`src/rtl/hex_display_scanner_pkg.sv`:
```
// -----------------------------------------------------------------------------
// hex_display_scanner_pkg
// Shared definitions for the hex display scan controller:
//   - state_e           : scan FSM states (IDLE, BLANK, SHOW)
//   - DEFAULT_PRESCALE  : default clk cycles per digit slot
//   - DEFAULT_BLANK_CYCLES : default blanking cycles at the start of a slot
//   - slot_cnt_width()  : width of a counter that spans 0..PRESCALE-1
// -----------------------------------------------------------------------------
package hex_display_scanner_pkg;

  typedef enum logic [1:0] {
    ST_IDLE  = 2'd0,
    ST_BLANK = 2'd1,
    ST_SHOW  = 2'd2
  } state_e;

  localparam int DEFAULT_PRESCALE     = 50000;
  localparam int DEFAULT_BLANK_CYCLES = 16;

  // Counter width needed to count 0..prescale-1, never narrower than 1 bit.
  function automatic int slot_cnt_width(input int prescale);
    int w;
    w = $clog2(prescale);
    if (w < 1) begin
      w = 1;
    end else begin
      w = w;
    end
    return w;
  endfunction

endpackage

```
`src/rtl/hex_display_scanner_scan_prescaler.sv`:
```
// -----------------------------------------------------------------------------
// scan_prescaler
// Slot counter for the display scanner. Counts 0..PRESCALE-1 and wraps; a
// clear input forces it back to 0 on the next edge.
// Ports:
//   clk, rst    : clock, asynchronous active-high reset
//   clear       : synchronous clear (counter = 0 next cycle)
//   blank_done  : high on the last blanking cycle of a slot
//   slot_done   : high on the last cycle of a slot
// -----------------------------------------------------------------------------
module scan_prescaler
  import hex_display_scanner_pkg::*;
#(
  parameter int PRESCALE     = DEFAULT_PRESCALE,
  parameter int BLANK_CYCLES = DEFAULT_BLANK_CYCLES,
  localparam int CNT_W       = slot_cnt_width(PRESCALE)
) (
  input  logic clk,
  input  logic rst,
  input  logic clear,
  output logic blank_done,
  output logic slot_done
);

  logic [CNT_W-1:0] cnt_q;
  logic [CNT_W-1:0] cnt_d;

  // Pulse decode from the current count.
  always_comb begin
    blank_done = (cnt_q == CNT_W'(BLANK_CYCLES - 1));
    slot_done  = (cnt_q == CNT_W'(PRESCALE - 1));
  end

  // Next count: clear wins, otherwise wrap at the end of the slot.
  always_comb begin
    cnt_d = cnt_q;
    if (clear) begin
      cnt_d = '0;
    end else if (slot_done) begin
      cnt_d = '0;
    end else begin
      cnt_d = cnt_q + CNT_W'(1);
    end
  end

  // Counter register.
  always_ff @(posedge clk or posedge rst) begin
    if (rst) begin
      cnt_q <= '0;
    end else begin
      cnt_q <= cnt_d;
    end
  end

endmodule

```
`src/rtl/hex_display_scanner.sv`:
```
// -----------------------------------------------------------------------------
// hex_display_scanner
// Time-multiplexed scan controller feeding a seven-segment decoder. A packed
// hex value is loaded over valid/ready into a pending register and moved into
// the display register either immediately (when idle) or at a frame boundary,
// so a frame never mixes two values. Each digit slot starts with a blanking
// gap (all anodes off) followed by the show phase.
// Ports:
//   clk, rst     : clock, asynchronous active-high reset
//   enable       : scan enable; low forces IDLE with all digits off
//   load_valid   : load_data offered
//   load_ready   : registered; high when the pending register is empty
//   load_data    : packed value, digit 0 in bits [3:0]
//   digit_data   : nibble of the selected digit
//   digit_an     : active-low digit enables (one-hot-low or all ones)
//   digit_idx    : index of the selected digit
// Optional feature: define LEADING_ZERO_BLANK_EN to keep leading zero digits
// dark during their show phase (digit 0 always lit).
// -----------------------------------------------------------------------------
module hex_display_scanner
  import hex_display_scanner_pkg::*;
#(
  parameter int NUM_DIGITS   = 4,
  parameter int PRESCALE     = DEFAULT_PRESCALE,
  parameter int BLANK_CYCLES = DEFAULT_BLANK_CYCLES,
  localparam int IDX_W       = $clog2(NUM_DIGITS),
  localparam int DATA_W      = 4 * NUM_DIGITS
) (
  input  logic              clk,
  input  logic              rst,
  input  logic              enable,
  input  logic              load_valid,
  output logic              load_ready,
  input  logic [DATA_W-1:0] load_data,
  output logic [3:0]        digit_data,
  output logic [NUM_DIGITS-1:0] digit_an,
  output logic [IDX_W-1:0]  digit_idx
);

  localparam logic [IDX_W-1:0] LAST_IDX = IDX_W'(NUM_DIGITS - 1);

  state_e                  state_q, state_d;
  logic [IDX_W-1:0]        idx_q, idx_d;
  logic [3:0]              data_q, data_d;
  logic [NUM_DIGITS-1:0]   an_q, an_d;
  logic                    load_ready_q, load_ready_d;
  logic [DATA_W-1:0]       display_q, display_d;
  logic [DATA_W-1:0]       pending_q, pending_d;
  logic                    pend_valid_q, pend_valid_d;

  logic clear_s;
  logic blank_done_s;
  logic slot_done_s;
  logic take_s;
  logic boundary_s;
  logic consume_s;
  logic lit_s;

  scan_prescaler #(
    .PRESCALE     (PRESCALE),
    .BLANK_CYCLES (BLANK_CYCLES)
  ) u_prescaler (
    .clk        (clk),
    .rst        (rst),
    .clear      (clear_s),
    .blank_done (blank_done_s),
    .slot_done  (slot_done_s)
  );

`ifdef LEADING_ZERO_BLANK_EN
  // A digit is lit if it is digit 0 or any nibble at or above it is non-zero.
  function automatic logic digit_lit(input logic [DATA_W-1:0] value,
                                     input logic [IDX_W-1:0]  idx);
    logic lit;
    lit = (idx == '0);
    for (int i = 0; i < NUM_DIGITS; i++) begin
      if ((IDX_W'(i) >= idx) && (value[4*i +: 4] != 4'h0)) begin
        lit = 1'b1;
      end else begin
        lit = lit;
      end
    end
    return lit;
  endfunction
`endif

  // Handshake and frame-boundary decode; the counter is held at 0 while idle
  // so the first slot after enable has full length.
  always_comb begin
    take_s     = load_valid && load_ready_q;
    boundary_s = enable && (state_q == ST_SHOW) && slot_done_s && (idx_q == LAST_IDX);
    consume_s  = pend_valid_q && ((state_q == ST_IDLE) || boundary_s);
    clear_s    = !enable || (state_q == ST_IDLE);
  end

  // Pending/display registers: a consume moves the old pending value first,
  // then a same-cycle capture refills pending.
  always_comb begin
    display_d    = display_q;
    pending_d    = pending_q;
    pend_valid_d = pend_valid_q;
    if (consume_s) begin
      display_d    = pending_q;
      pend_valid_d = 1'b0;
    end else begin
      display_d    = display_q;
    end
    if (take_s) begin
      pending_d    = load_data;
      pend_valid_d = 1'b1;
    end else begin
      pending_d    = pending_q;
    end
    load_ready_d = ~pend_valid_d;
  end

  // Scan FSM next state, digit index and nibble (nibble latched on BLANK entry).
  always_comb begin
    state_d = state_q;
    idx_d   = idx_q;
    data_d  = data_q;
    if (!enable) begin
      state_d = ST_IDLE;
      idx_d   = '0;
    end else begin
      case (state_q)
        ST_IDLE: begin
          state_d = ST_BLANK;
          idx_d   = '0;
        end
        ST_BLANK: begin
          if (blank_done_s) begin
            state_d = ST_SHOW;
          end else begin
            state_d = ST_BLANK;
          end
        end
        ST_SHOW: begin
          if (slot_done_s) begin
            state_d = ST_BLANK;
            if (idx_q == LAST_IDX) begin
              idx_d = '0;
            end else begin
              idx_d = idx_q + IDX_W'(1);
            end
          end else begin
            state_d = ST_SHOW;
          end
        end
        default: begin
          state_d = ST_IDLE;
          idx_d   = '0;
        end
      endcase
      if ((state_d == ST_BLANK) && (state_q != ST_BLANK)) begin
        for (int i = 0; i < NUM_DIGITS; i++) begin
          if (IDX_W'(i) == idx_d) begin
            data_d = display_d[4*i +: 4];
          end else begin
            data_d = data_d;
          end
        end
      end else begin
        data_d = data_q;
      end
    end
  end

  // Anode drive: one-hot-low only in SHOW of a lit digit.
  always_comb begin
`ifdef LEADING_ZERO_BLANK_EN
    lit_s = digit_lit(display_d, idx_d);
`else
    lit_s = 1'b1;
`endif
    an_d = '1;
    if ((state_d == ST_SHOW) && lit_s) begin
      for (int i = 0; i < NUM_DIGITS; i++) begin
        if (IDX_W'(i) == idx_d) begin
          an_d[i] = 1'b0;
        end else begin
          an_d[i] = 1'b1;
        end
      end
    end else begin
      an_d = '1;
    end
  end

  // State and output registers.
  always_ff @(posedge clk or posedge rst) begin
    if (rst) begin
      state_q      <= ST_IDLE;
      idx_q        <= '0;
      data_q       <= 4'h0;
      an_q         <= '1;
      load_ready_q <= 1'b1;
      display_q    <= '0;
      pending_q    <= '0;
      pend_valid_q <= 1'b0;
    end else begin
      state_q      <= state_d;
      idx_q        <= idx_d;
      data_q       <= data_d;
      an_q         <= an_d;
      load_ready_q <= load_ready_d;
      display_q    <= display_d;
      pending_q    <= pending_d;
      pend_valid_q <= pend_valid_d;
    end
  end

  assign load_ready = load_ready_q;
  assign digit_data = data_q;
  assign digit_an   = an_q;
  assign digit_idx  = idx_q;

endmodule

```
`config.mk`:
```
export PLATFORM = sky130hd
export DESIGN_NAME = hex_display_scanner
export DESIGN_NICKNAME = d
export VERILOG_FILES = /design/src/rtl/hex_display_scanner_pkg.sv /design/src/rtl/hex_display_scanner_scan_prescaler.sv /design/src/rtl/hex_display_scanner.sv
export SDC_FILE = /design/constraint.sdc
export NUM_CORES = 1
export LEC_CHECK = 0
export BUFFER_PORTS_ARGS = -buffer_cell sky130_fd_sc_hd__buf_2
export CORE_UTILIZATION = 50
export DETAILED_ROUTE_END_ITERATION = 16
export GPL_ROUTABILITY_DRIVEN = 1
export GPL_TIMING_DRIVEN = 0
export PLACE_DENSITY = 0.78
export SLEW_MARGIN = 0
export SYNTH_ARGS = -nofsm -noshare
export SYNTH_HDL_FRONTEND = slang
export SYNTH_SLANG_ARGS = --single-unit
```
`constraint.sdc`:
```
create_clock -name clk -period 3.3 [get_ports clk]
set_clock_uncertainty 0.05 [all_clocks]
set_input_delay 0.66 -clock clk [delete_from_list [all_inputs] [get_ports clk]]
set_output_delay 0.66 -clock clk [all_outputs]
set_load 0.02 [all_outputs]
```
# Word level (Yosys, flattened, before mapping)
# Index checks and enable logic that the tools add are counted.
# totals
regBits	62
inputBits	20
out_inout_bits	11
word_cells	64
# op_classes
add_sub_neg	2
n_eq_ne	14
mux	24
bitwise	1
reduce_logical	14
# op_table
operator	count
two-way mux 16 bit	3
two-way mux 4 bit	5
adder 16 x 1 -> 16 bit (second input constant)	1
== test 16 bit (second input constant)	1
== test 16 x 4 -> 1 bit (second input constant)	1
two-way mux 2 bit	8
== test 2 bit (first input constant)	4
== test 2 bit (second input constant)	3
logical AND 1 bit	6
logical NOT 2 bit	3
two-way mux 1 bit	6
one-hot mux 2 bit (3 select lines)	1
== test 1 x 2 -> 1 bit (first input constant)	2
== test 2 x 1 -> 1 bit (second input constant)	2
one-hot mux 2 bit (2 select lines)	1
nonzero test 4 bit	1
AND reduction 3 bit	1
adder 2 x 1 -> 2 bit (second input constant)	1
logical OR 1 bit	2
inequality test 2 x 1 -> 1 bit (second input constant)	1
logical NOT 1 bit	1
inverter 1 bit	1

# Longest topological paths before layout
# logic_depth
ltp_word	11
mapped_depth	10
mapped_depth_nobuf	9

# Hierarchy
# A second synthesis with hierarchy kept.
# unflattened
cells_unflattened	212
area_unflattened_um2	2790.2
# by_module_without_submodules
module	instances	cells_per_inst	area_per_inst_um2	seq_area_each_um2
hex_display_scanner	1	127	1958.1	1157.4
scan_prescaler	1	85	832.0	400.4

# Worst setup path before layout
# OpenSTA, ideal clock, no wires.
# synth_timing
path_kind	register -> register
startpoint	reg u_prescaler.cnt_q[7]
endpoint	reg data_q[2], in the netlist digit_data[2]
setup_time_ps	124
arrival_ps	2772
required_ps	3126
path_slack_ps	354
stages_incl_launch_ff	10
n_path_buf	2
synth_period_minus_slack_ps	2946
path_cell_list	dfrtp_1 > or4_4 > or4_4 > buf_6 > o21ai_4 > buf_12 > mux2_1 > mux2i_1 > nor3_1 > a211o_1
# synth_via
word_cells_on_any_way	26
cone_classes	eq/ne: 6; mux: 12; reduce/logical: 8
# synth_rtl
item	line	text
start: declaration	hex_display_scanner_scan_prescaler.sv:25	logic [CNT_W-1:0] cnt_q;
start signal: assignment	hex_display_scanner_scan_prescaler.sv:51	cnt_q <= cnt_d;
== test 16 bit	hex_display_scanner_scan_prescaler.sv:31	slot_done = (cnt_q == CNT_W'(PRESCALE - 1));
logical AND 1 bit (2 in a row)	hex_display_scanner.sv:91	boundary_s = enable && (state_q == ST_SHOW) && slot_done_s && (idx_q == LAST_IDX);
logical OR 1 bit	hex_display_scanner.sv:92	consume_s = pend_valid_q && ((state_q == ST_IDLE) || boundary_s);
logical AND 1 bit	hex_display_scanner.sv:92	
two-way mux 16 bit	hex_display_scanner.sv:102	if (consume_s) begin
named net display_d[10]	hex_display_scanner.sv:47	logic [DATA_W-1:0] display_q, display_d;
two-way mux 4 bit (2 in a row)	hex_display_scanner.sv:157	if (IDX_W'(i) == idx_d) begin
end signal: assignment	hex_display_scanner.sv:204	data_q <= data_d;
end: declaration	hex_display_scanner.sv:44	logic [3:0] data_q, data_d;
# The timed path passes the listed nets, and every way through them passes these cells. The select of a mux whose other input is x is not followed.
# A chain may end at the register's enable or synchronous reset.

# Final worst setup path
# Ends and elaborated chain as after synthesis.

==> flow_metrics.env <==
export IMPL_status="finished, final reports clean"
export IMPL_dp_final_hpwl_um=3610
export IMPL_ant_nets=0
export IMPL_synthDominantCellAreaShare_pct=50.5
export IMPL_whs_ps=280
export IMPL_syn_area_per_cell_um2=12.1
export IMPL_synth_async_sr_flop_share_pct=100
export IMPL_grt_max_degree=41
export IMPL_die_y_um=77.2
export IMPL_numCtsBuffers=9
export IMPL_timing_rr_end="digit_data[2]"
export IMPL_setup_viol=0
export IMPL_layout_commonest_cell="dfrtp_1"
export IMPL_place_congestion=0.796
export IMPL_wire_per_inst_um=14.9
export IMPL_crit_required_ps=3480
export IMPL_clk_pin_slew_worst_paths_ps=70
export IMPL_clk_latency_ps=350
export IMPL_drcViolationCount=0
export IMPL_synthesis_area_mm2=0.00283
export IMPL_via_count=1872
export IMPL_synth_edf_count=0
export IMPL_path_class="reg -> reg"
export IMPL_synth_nets=259
export IMPL_slew_violations=0
export IMPL_setup_ws_ps=104
export IMPL_yosys_warnings=0
export IMPL_overflow=0
export IMPL_first_iter_violations=106
export IMPL_synth_top_area_cell="dfrtp_1"
export IMPL_r2r_start="u_prescaler.cnt_q[7]"
export IMPL_hold_path_class="in -> async"
export IMPL_ios=31
export IMPL_layout_min_cycle_time_ps=3200
export IMPL_rows=27
export IMPL_grt_pass1_wl_um=9040
export IMPL_drive_gt1_share_pct=32.1
export IMPL_ir_worst_vdd_mv=0.397
export IMPL_slew_headroom_pct=60.5
export IMPL_p_leak_nw=1.50
export IMPL_mostFrequentLayoutCells="dfrtp_1, buf_2, mux2_2"
export IMPL_vias_per_cell=5.32
export IMPL_cts_resized=0
export IMPL_power_density_mw_per_mm2=620
export IMPL_r2r_slack_ps=100
export IMPL_areaGrowthSynthToFinish_pct=16.3
export IMPL_period_share_pct=96.9
export IMPL_cts_setup_buffers=0
export IMPL_port_buffers=30
export IMPL_antenna_found_initial=0
export IMPL_synth_distinct_cells=41
export IMPL_crit_arrival_ps=3380
export IMPL_synthTopCellsByArea="dfrtp_1, mux2_2, dfstp_2"
export IMPL_gr_usage_all_layers_pct=20.1
export IMPL_coreArea_mm2=0.00547
export IMPL_clockRootBuffer="clkbuf_8"
export IMPL_wl_um=5250
export IMPL_dr_pass1_iters=4
export IMPL_nFillCells=450
export IMPL_start_util_pct=51.6
export IMPL_place_worst_setup_slack_ps=120
export IMPL_synth_flop_cell="dfrtp_1"
export IMPL_die_w_um=77.2
export IMPL_cts_buffer_depth=2
export IMPL_synth_ff_latch_count=62
export IMPL_first_global_vias=1896
export IMPL_rsz0062_at_grt="false"
export IMPL_timing_setup_tns_ps=0
export IMPL_final_nets=301
export IMPL_cts_hold_buffers=0
export IMPL_dieArea_mm2=0.00596
export IMPL_cp_start_kind="register"
export IMPL_clock_sinks=62
export IMPL_rr_worst_depth=9
export IMPL_tightest_slew_ps=587
export IMPL_cts_tree="yes"
export IMPL_hold_viol_final=0
export IMPL_cp_end_kind="register"
export IMPL_n_antenna_cell=0
export IMPL_syn_inst=233
export IMPL_fmax_mhz=313
export IMPL_crit_fanout=10
export IMPL_htree_levels=3
export IMPL_utilization_pct=60.1
export IMPL_synth_seq_area_share_pct=55.1
export IMPL_drv_cap=0
-- worst max-delay path, cell delays in order (launching register included) --
cell     delay, ps
dfrtp_1        420
or4_4          570
or4_4          550
buf_6          150
o21ai_4        300
buf_12         190
mux2_1         340
mux2i_1        160
nor3_1          80
a211o_1        270
-- per-layer routing --
layer / global-route usage, % / wire length, µm / vias up
li1: - / - / 905
met1: 26.2 / 2460 / 922
met2: 31.1 / 2480 / 32
met3: 4.40 / 176 / 13
met4: 11.3 / 134 / 0
met5: 0 / 0 / -
-- where the power goes --
| group | total (mW) | internal (mW) | leakage, nW | switching (mW) |
|---|---|---|---|---|
| Combinational | 0.370 | 0.193 | 0.630 | 0.177 |
| Sequential | 0.986 | 0.920 | 0.766 | 0.0652 |
| Clock | 0.681 | 0.386 | 0.106 | 0.295 |
-- cell type report --
class                           count  area, µm²  share of cell area (%)
Clock inverter                      4       45.0                    1.37
Clock buffer                       12        155                    4.72
Buffer                              5       42.5                    1.29
Timing Repair Buffer               31        170                    5.18
Sequential cell                    62       1560                    47.4
Inverter                            6       22.5                   0.685
Multi-Input combinational cell    160       1200                    36.6
Tap cell                           72       90.1                    2.74
-- stage by stage --
stage	total power [mW]	cells	instance area [µm²]
after floorplan	1.26	233	2830
after global placement	1.35	335	3070
after detailed placement	1.37	336	3090
after CTS	2.06	352	3290
after global routing	2.13	352	3290
final	2.04	352	3290
-- flip-flops by register name (all words and copies together) (netlist names) --
| register | flops |
|---|---|
| load_ready | 1 |
| display_q | 16 |
| pend_valid_q | 1 |
| u_prescaler.cnt_q | 16 |
| digit_an | 4 |
| pending_q | 16 |
| state_q | 2 |
| digit_data | 4 |
| digit_idx | 2 |
-- cells in the mapped netlist, drive strengths merged, types with 3 or more instances --
master	count
clkbuf	3
nor2	23
xnor2	5
nor3	5
ha	6
nand3	11
mux2	34
dfrtp	57
a21oi	5
nand4	4
dfstp	5
inv	6
nand2	20
nand2b	3
xor2	8
mux2i	5
and3	6
o21ai	4
-- worst max-delay path by stage --
stage,slack (ps),to,cells after the start,from
floorplan,350,digit_data[2],9,u_prescaler.cnt_q[7]
global placement,150,digit_data[2],9,u_prescaler.cnt_q[7]
detailed placement,120,digit_data[2],9,u_prescaler.cnt_q[7]
CTS,100,digit_data[2],9,u_prescaler.cnt_q[7]
global route,0.07,digit_data[1],9,u_prescaler.cnt_q[7]
finish,100,digit_data[2],9,u_prescaler.cnt_q[7]
-- cells by family after synthesis --
group	share of synthesized area (%)
buffers and inverters	2.30
AOI/OAI and AO/OA	5.84
muxes	15.8
adders and majority gates	2.66
and+or+nand+nor	14.2
xor gates and xnor gates	4.03
DFF	55.1
No activity file was read; power rests on OpenSTA's default activity.
